===== src/rtl/bru_pkg.sv =====
// Shared types and helpers for the branch resolve unit.
// The global predictor uses ghr_shift too, so both sides shift history the same way.
package bru_pkg;

  localparam int GHR_BITS_D = 12;
  localparam int ADDR_W_D   = 32;

  typedef struct packed {
    logic [ADDR_W_D-1:0]   addr;
    logic                  taken;
    logic [GHR_BITS_D-1:0] ghr;
  } bru_entry_t;

  // Shift one outcome in at the LSB; callers truncate to their history width
  function automatic logic [31:0] ghr_shift(
    input logic [31:0] ghr,
    input logic        b
  );
    return {ghr[30:0], b};
  endfunction

endpackage


===== src/rtl/branch_resolve_unit_if.sv =====
// Prediction/resolution bus between fetch, execute and the resolve unit.
// master: fetch/execute side, slave: branch_resolve_unit.
interface branch_resolve_unit_if #(
  parameter int DEPTH    = 4,
  parameter int GHR_BITS = 12,
  parameter int ADDR_W   = 32
);
  localparam int CW = $clog2(DEPTH + 1);

  logic                Pred_valid;
  logic [ADDR_W-1:0]   Pred_addr;
  logic                Pred_taken;
  logic [GHR_BITS-1:0] Pred_ghr;
  logic                Pred_ready;
  logic                Resolve_valid;
  logic [ADDR_W-1:0]   Resolve_addr;
  logic                Resolve_taken;
  logic                Train_valid;
  logic [GHR_BITS-1:0] Train_index;
  logic                Train_taken;
  logic                Mispredict;
  logic [GHR_BITS-1:0] Recover_ghr;
  logic [GHR_BITS-1:0] Committed_ghr;
  logic [CW-1:0]       Count;
  logic                Error;

  modport master (
    output Pred_valid, Pred_addr, Pred_taken, Pred_ghr,
    output Resolve_valid, Resolve_addr, Resolve_taken,
    input  Pred_ready, Train_valid, Train_index, Train_taken,
    input  Mispredict, Recover_ghr, Committed_ghr, Count, Error
  );

  modport slave (
    input  Pred_valid, Pred_addr, Pred_taken, Pred_ghr,
    input  Resolve_valid, Resolve_addr, Resolve_taken,
    output Pred_ready, Train_valid, Train_index, Train_taken,
    output Mispredict, Recover_ghr, Committed_ghr, Count, Error
  );

endinterface


===== src/rtl/bru_fifo.sv =====
// In-order circular buffer of predicted branches.
// clear wins over push/pop so a flush drops everything, including a same-cycle push.
module bru_fifo #(
  parameter int DEPTH = 4,
  parameter int W     = 45,
  localparam int PW   = $clog2(DEPTH),
  localparam int CW   = $clog2(DEPTH + 1)
) (
  input  logic          clk,
  input  logic          rst_n,
  input  logic          push,
  input  logic          pop,
  input  logic          clear,
  input  logic [W-1:0]  din,
  output logic [W-1:0]  head,
  output logic          full,
  output logic          empty,
  output logic [CW-1:0] count
);

  logic [W-1:0]  mem [DEPTH];
  logic [PW-1:0] wr;
  logic [PW-1:0] rd;
  logic [CW-1:0] cnt;

  always_ff @(posedge clk or negedge rst_n) begin
    if (!rst_n) begin
      wr  <= '0;
      rd  <= '0;
      cnt <= '0;
    end else if (clear) begin
      wr  <= '0;
      rd  <= '0;
      cnt <= '0;
    end else begin
      if (push) wr <= wr + PW'(1);
      if (pop)  rd <= rd + PW'(1);
      cnt <= cnt + CW'(push) - CW'(pop);
    end
  end

  always_ff @(posedge clk) begin
    if (push && !clear) mem[wr] <= din;
  end

  assign head  = mem[rd];
  assign count = cnt;
  assign full  = (cnt == CW'(DEPTH));
  assign empty = (cnt == '0);

endmodule


===== src/rtl/branch_resolve_unit.sv =====
// Checks in-order branch outcomes against queued GHR/PHT predictions and
// drives PHT training, committed history and misprediction recovery.
module branch_resolve_unit
  import bru_pkg::*;
#(
  parameter int DEPTH    = 4,
  parameter int GHR_BITS = GHR_BITS_D,
  parameter int ADDR_W   = ADDR_W_D
) (
  input  logic                  CLK,
  input  logic                  RESET,
  branch_resolve_unit_if.slave  bus
);

  localparam int EW = ADDR_W + 1 + GHR_BITS;
  localparam int CW = $clog2(DEPTH + 1);

  typedef struct packed {
    logic [ADDR_W-1:0]   addr;
    logic                taken;
    logic [GHR_BITS-1:0] ghr;
  } entry_t;

  entry_t              din;
  entry_t              head;
  logic [EW-1:0]       head_raw;
  logic                full;
  logic                empty;
  logic [CW-1:0]       count;
  logic                deq;
  logic                addr_ok;
  logic                good;
  logic                mis;
  logic                push;
  logic                pop;
  logic [GHR_BITS-1:0] ghr_next;

  logic                train_valid;
  logic [GHR_BITS-1:0] train_index;
  logic                train_taken;
  logic                mispredict;
  logic [GHR_BITS-1:0] recover_ghr;
  logic [GHR_BITS-1:0] committed;
  logic                error;

  assign din.addr  = bus.Pred_addr;
  assign din.taken = bus.Pred_taken;
  assign din.ghr   = bus.Pred_ghr;
  assign head      = entry_t'(head_raw);

  assign deq      = bus.Resolve_valid && !empty;
  assign addr_ok  = (head.addr == bus.Resolve_addr);
  assign good     = deq && addr_ok;
  assign mis      = good && (head.taken != bus.Resolve_taken);
  // a push racing a mispredict is younger than it and must die with it
  assign push     = bus.Pred_valid && !full && !mis;
  assign pop      = deq && !mis;
  assign ghr_next =
    GHR_BITS'(ghr_shift(32'(committed), bus.Resolve_taken));

  bru_fifo #(
    .DEPTH (DEPTH),
    .W     (EW)
  ) u_fifo (
    .clk   (CLK),
    .rst_n (RESET),
    .push  (push),
    .pop   (pop),
    .clear (mis),
    .din   (din),
    .head  (head_raw),
    .full  (full),
    .empty (empty),
    .count (count)
  );

  always_ff @(posedge CLK or negedge RESET) begin
    if (!RESET) begin
      train_valid <= 1'b0;
      train_index <= '0;
      train_taken <= 1'b0;
      mispredict  <= 1'b0;
      recover_ghr <= '0;
      committed   <= '0;
      error       <= 1'b0;
    end else begin
      train_valid <= good;
      mispredict  <= mis;
      if (good) begin
        train_index <= head.ghr;
        train_taken <= bus.Resolve_taken;
        committed   <= ghr_next;
      end
      if (mis) recover_ghr <= ghr_next;
      if ((bus.Resolve_valid && empty) || (deq && !addr_ok))
        error <= 1'b1;
    end
  end

  assign bus.Pred_ready    = !full;
  assign bus.Count         = count;
  assign bus.Train_valid   = train_valid;
  assign bus.Train_index   = train_index;
  assign bus.Train_taken   = train_taken;
  assign bus.Mispredict    = mispredict;
  assign bus.Recover_ghr   = recover_ghr;
  assign bus.Committed_ghr = committed;
  assign bus.Error         = error;

endmodule


===== src/flat_wrapper.sv =====
// flat-port wrapper written by rule: the top's interface ports become plain ports
module branch_resolve_unit_flat import bru_pkg::*;
#(
  parameter int DEPTH    = 4,
  parameter int GHR_BITS = GHR_BITS_D,
  parameter int ADDR_W   = ADDR_W_D
)
  (CLK, RESET, bus_Pred_valid, bus_Pred_addr, bus_Pred_taken, bus_Pred_ghr, bus_Resolve_valid, bus_Resolve_addr, bus_Resolve_taken, bus_Pred_ready, bus_Train_valid, bus_Train_index, bus_Train_taken, bus_Mispredict, bus_Recover_ghr, bus_Committed_ghr, bus_Count, bus_Error);
  branch_resolve_unit_if #(.DEPTH(DEPTH), .GHR_BITS(GHR_BITS), .ADDR_W(ADDR_W)) bus_i ();
  input  logic CLK;
  input  logic RESET;
  input wire logic [$bits(bus_i.Pred_valid)-1:0] bus_Pred_valid;
  input wire logic [$bits(bus_i.Pred_addr)-1:0] bus_Pred_addr;
  input wire logic [$bits(bus_i.Pred_taken)-1:0] bus_Pred_taken;
  input wire logic [$bits(bus_i.Pred_ghr)-1:0] bus_Pred_ghr;
  input wire logic [$bits(bus_i.Resolve_valid)-1:0] bus_Resolve_valid;
  input wire logic [$bits(bus_i.Resolve_addr)-1:0] bus_Resolve_addr;
  input wire logic [$bits(bus_i.Resolve_taken)-1:0] bus_Resolve_taken;
  output wire logic [$bits(bus_i.Pred_ready)-1:0] bus_Pred_ready;
  output wire logic [$bits(bus_i.Train_valid)-1:0] bus_Train_valid;
  output wire logic [$bits(bus_i.Train_index)-1:0] bus_Train_index;
  output wire logic [$bits(bus_i.Train_taken)-1:0] bus_Train_taken;
  output wire logic [$bits(bus_i.Mispredict)-1:0] bus_Mispredict;
  output wire logic [$bits(bus_i.Recover_ghr)-1:0] bus_Recover_ghr;
  output wire logic [$bits(bus_i.Committed_ghr)-1:0] bus_Committed_ghr;
  output wire logic [$bits(bus_i.Count)-1:0] bus_Count;
  output wire logic [$bits(bus_i.Error)-1:0] bus_Error;
  assign bus_i.Pred_valid = bus_Pred_valid;
  assign bus_i.Pred_addr = bus_Pred_addr;
  assign bus_i.Pred_taken = bus_Pred_taken;
  assign bus_i.Pred_ghr = bus_Pred_ghr;
  assign bus_i.Resolve_valid = bus_Resolve_valid;
  assign bus_i.Resolve_addr = bus_Resolve_addr;
  assign bus_i.Resolve_taken = bus_Resolve_taken;
  assign bus_Pred_ready = bus_i.Pred_ready;
  assign bus_Train_valid = bus_i.Train_valid;
  assign bus_Train_index = bus_i.Train_index;
  assign bus_Train_taken = bus_i.Train_taken;
  assign bus_Mispredict = bus_i.Mispredict;
  assign bus_Recover_ghr = bus_i.Recover_ghr;
  assign bus_Committed_ghr = bus_i.Committed_ghr;
  assign bus_Count = bus_i.Count;
  assign bus_Error = bus_i.Error;
  branch_resolve_unit #(.DEPTH(DEPTH), .GHR_BITS(GHR_BITS), .ADDR_W(ADDR_W)) u_core (.CLK(CLK), .RESET(RESET), .bus(bus_i));
endmodule

===== config.mk =====
export PLATFORM = sky130hd
export DESIGN_NAME = branch_resolve_unit_flat
export DESIGN_NICKNAME = d
export VERILOG_FILES = /design/src/rtl/bru_pkg.sv /design/src/rtl/branch_resolve_unit_if.sv /design/src/rtl/bru_fifo.sv /design/src/rtl/branch_resolve_unit.sv /design/src/flat_wrapper.sv
export SDC_FILE = /design/constraint.sdc
export NUM_CORES = 1
export LEC_CHECK = 0
export BUFFER_PORTS_ARGS = -buffer_cell sky130_fd_sc_hd__buf_2
export CAP_MARGIN = 20
export CORE_ASPECT_RATIO = 1.1
export CORE_UTILIZATION = 61
export DETAILED_ROUTE_END_ITERATION = 8
export GPL_TIMING_DRIVEN = 0
export PLACE_DENSITY = 0.91
export SLEW_MARGIN = 5
export SYNTH_ARGS = -nofsm -noshare
export SYNTH_HDL_FRONTEND = slang
export SYNTH_HIERARCHICAL = 1
export SYNTH_SLANG_ARGS = --single-unit

===== constraint.sdc =====
create_clock -name CLK -period 12 [get_ports CLK]
set_input_delay 1.2 -clock CLK [delete_from_list [all_inputs] [get_ports CLK]]
set_output_delay 1.2 -clock CLK [all_outputs]
set_load 0.005 [all_outputs]

[Yosys cells after proc, flatten, opt, wreduce, memory -nomap -nowiden]
Memories as Yosys holds them, arrays and structs flattened.
Cells that the tools add are included.
Word-level totals
  register bits: 47
  RAM bits: 180
  bits of input ports: 82
  output and inout bits: 44
  logic and storage cells: 42
  memories: 1
Memories
  u_core.u_fifo.mem: depth 4, bits a word 45, read ports 1, clocked after Yosys merged registers in 0, write ports 1, line bru_fifo.sv:21  | logic [W-1:0] mem [DEPTH];
Operators by class
  add/sub/neg operators: 4
  equal/unequal tests: 3
  multiplexer cells: 7
  reduce and logical (&&, ||, !) cells: 17
Operator list (count)
  $eq 32x32->1: 1
  $logic_and 1x1->1: 9
  $mux 2: 4
  $add 2x1->2 const B: 2
  $logic_not 1->1: 4
  $reduce_bool 2->1: 2
  $add 3x1->3: 1
  $eq 3x3->1 const B: 1
  $logic_not 3->1: 1
  $mux 3: 1
  $sub 3x1->3: 1
  $mux 1: 2
  $logic_or 1x1->1: 1
  $ne 1x1->1: 1

[Longest topological paths before layout]
  depth after elaboration: 10
  gate-level depth with buffers: 15
  gate-level depth less buffers: 13

[Cells and area by module]
The synthesis kept the hierarchy.
Modules (own cells, without submodules)
  bru_fifo: instances 1, cells an instance 274, area an instance 6921.6 um2, sequential area each 5580.4 um2
  branch_resolve_unit: instances 1, cells an instance 135, area an instance 1929.4 um2, sequential area each 975.9 um2

[Worst setup path after synthesis]
No wires, ideal clock.
  kind: register to register
  start point: register u_core.u_fifo.rd[0]
  end point: memory u_core.u_fifo.mem[0][0] (enable)
  library setup time: 0.407 ns
  arrival: 3.624 ns
  required time: 11.593 ns
  setup slack: 7.969 ns
  cell stages (with the launch flop): 12
  path buffers: 3
  period minus slack after synthesis: 4.031 ns
  cell sequence: dfrtp_1 buf_6 buf_6 mux4_2 xor2_1 nor4_1 nand4_2 nor4b_4 buf_6 nor3b_1 nor2b_1 and2_1
RTL lines
  start: declaration: line bru_fifo.sv:23  | logic [PW-1:0] rd;
  start signal: assignment: line bru_fifo.sv:37  | if (pop) rd <= rd + PW'(1);
  end: declaration: line bru_fifo.sv:21

==> reports/qor.yml <==
sta:
  max_freq_ghz: 0.209
  setup_viol: 0
  min_period_ns: 4.78
  maxSlewViolCount: 0
  maxSlewHeadroom_pct: 53.6
  hold_viol: 0
  rsz0062_at_grt: "false"
  fin_setup_tns_ns: 0
  tightest_slew_ns: 0.696
  min_period_over_period_pct: 39.8
  clock_skew_ns: 0.0145
  finalWorstSetupSlack_ns: 7.22
yosys:
  yosysUniqueCellTypes: 33
  yosysTopAreaCell: "edfxtp_1"
  synth_top_area_share_pct: 61.1
  synth_nets: 498
  synth_xor_area_share_pct: 3.72
  yosys.area_share.simple_pct: 2.57
  synthAdderAreaFrac_pct: 1.07
  synth_mux_area_share_pct: 16.4
  avgSynthCellArea_um2: 21.6
  synth.cell_area_um2: 8850
  ys_seq_elements: 226
  netlist_instances: 409
  synth_compound_area_share_pct: 0.537
  synth_warnings: 6
  synth.area.top_cells: "edfxtp_1 61%, dfrtp_1 13%, mux4_2 11%, xor2_1 3.3%, mux2_2 3.1%"
  synth_top_family_by_area: "multiplexers"
  seq_area_frac_synth_pct: 74.1
cells_and_area:
  final_common_cell: "edfxtp_1"
  drive_gt1_share_pct: 45.6
  nets: 652
  final_util_pct: 75.3
  fillers: 765
  seqCellArea_um2: 6560
  syn_to_final_growth_pct: 18.8
  multi_input_area_um2: 2160
  mostFrequentLayoutCells: "180 x edfxtp_1, 129 x buf_2, 46 x dfrtp_1"
  fin_area_um2: 10500
worst_setup_path:
  cp_cell_sequence: "buf_6, buf_6, mux4_2, xor2_1, nor4_1, nand4_2, nor3_4, buf_6, and2_1, nor2b_1, and2_2, buf_12"
  slowest_stage: "nor4_1"
  r2r_start: "u_core/u_fifo/rd[0]"
  r2r-end: "u_core/u_fifo/mem[3][20]"
  worst-r2r-cell-count: 12
  path_buf_inv: 4
  worstSetupPathType: "flip-flop to flip-flop"
  crit_path_frequent_cell: "buf_6"
  crit_arrival_ns: 5.02
  crit_path_start_kind: "flip-flop"
  crit_fanout: 24
  critical-path-top-delay-family: "simple AND/OR/NAND/NOR gates"
  max_stage_delay_ns: 0.58
  end_kind: "flip-flop"
  required_ns: 12.24
  r2r_slack_ns: 7.22
placement:
  postPlaceCellArea_um2: 9800
  finalWeightedCongestion: 0.757
  dp_slack_ns: 7.33
  dp_hpwl_um: 10900
  io_buffers: 125
floorplanning:
  fp.dieH_um: 128
  die-area_um2: 15000
  row_count: 45
  initial_core_util_pct: 63.4
  io_pins: 126
  core-area_um2: 14000
  die_w_um: 117
drt:
  wl_per_cell_um: 21.7
  vias: 4422
  dr.pass1.iters: 6
  routed_wl_um: 16700
  drtAntennaViolNets: 0
  drtIter0Drc: 251
  drc: 0
  via_per_inst: 5.75
cts:
  cts_max_level: 1
  cts_buffers: 22
  clock_latency_ns: 0.49
  clock-sinks: 226
  cts_max_path_buffers: 3
  cts_tree: "yes"
  cts_root_buf: "clkbuf_16"
  clk_pin_slew_ns: 0.06
  ctsHoldBuffers: 0
  cts_resized: 0
  post_cts_buffers: 0
power:
  p_leak_uw: 0.00412
  vdd_drop_max_mv: 0.225
  cellPowerDensity_nw_per_um2: 215
global_routing:
  grt-ovfl-total: 0
  antenna_found_initial: 3
  grt_pass1_vias: 4733
  grt_pass1_wl_um: 25400
  grt_max_degree: 47
  grt_usage_pct: 23.5
worst_hold_path:
  hp-start: "u_core/bus.Error"
  hold_depth: 1
  hold_path_end: "u_core/bus.Error"
  hp-class: "flip-flop to flip-flop"
status:
  status: "finished clean"
run:
  max_cap_viol_count: 0
[per-layer routing]
metal	global-route usage [%]	vias to the layer above	routed length [um]
li1	-	1948	-
met1	27.9	2270	6190
met2	41.7	162	8870
met3	6.17	40	1140
met4	7.82	2	479
met5	0	-	13
[synthesized netlist by cell type, drive strengths merged]
library cell and count:
nor4b 1, dfrtp 46, nor4 9, nor2b 2, edfxtp 180, a21oi 2, fa 1, o22a 1
nand4 2, o31ai 1, inv 7, buf 13, a21bo 1, nor3b 2, clkbuf 1, ha 6
mux2i 1, nor3 2, o41a 1, xnor2 2, xnor3 1, xor2 33, nor2 6, mux4 45
nand3b 1, nand2b 2, mux2 35, and2 5
[worst max path at each step]
stage                               from                       end  depth (start not counted)
floorplan            u_core/u_fifo/rd[0]   u_core/u_fifo/mem[0][0]                         11
global placement    bus_Resolve_addr[31]  u_core/u_fifo/mem[1][22]                          9
detailed placement   u_core/u_fifo/rd[1]  u_core/u_fifo/mem[2][29]                         12
CTS                  u_core/u_fifo/rd[0]  u_core/u_fifo/mem[2][20]                         12
global route         u_core/u_fifo/rd[0]  u_core/u_fifo/mem[2][20]                         12
finish               u_core/u_fifo/rd[0]  u_core/u_fifo/mem[3][20]                         12
[metrics by stage]
step           total power, uW  instances  hold slack (ns)
3_3_place_gp              1590        722            0.455
4_1_cts                   2280        766            0.481
6_report                  2260        769            0.481
3_5_place_dp              1630        726            0.465
5_1_grt                   2360        769            0.518
2_1_floorplan             1460        409            0.459
[registers in the layout, summed over array words and instances, names as in the netlist]
name	flops
u_core/u_fifo/mem	180
u_core/bus.Train_index	12
u_core/bus.Recover_ghr	12
u_core/bus.Error	1
u_core/u_fifo/wr	2
u_core/bus.Mispredict	1
u_core/u_fifo/count	3
u_core/bus.Committed_ghr	12
u_core/u_fifo/rd	2
u_core/bus.Train_valid	1
[cell families after synthesis]
logic type,count (synthesis)
flip-flops,226
multiplexers,81
XOR/XNOR,36
AND/OR/NAND/NOR,32
buffers and inverters,21
adder cells (fa/ha/maj),7
AO/OA/AOI/OAI,6
[where the power goes]
group | total, uW | switching, uW | internal, uW
sequential | 1040 | 40.6 | 997
combinational | 575 | 301 | 274
clock | 648 | 272 | 376
total | 2260 | 613 | 1650
[final cells by class]
| class | instances | area share, % |
|---|---|---|
| sequential | 226 | 62.4 |
| multi-input combinational | 162 | 20.5 |
| timing repair buffer | 130 | 6.90 |
| clock buffer | 32 | 6.18 |
| tap | 188 | 2.24 |
| buffer | 14 | 1.08 |
| clock inverter | 8 | 0.416 |
| inverter | 7 | 0.250 |
| antenna | 2 | 0.0476 |
Note: power is estimated with default switching activity, not from simulation.
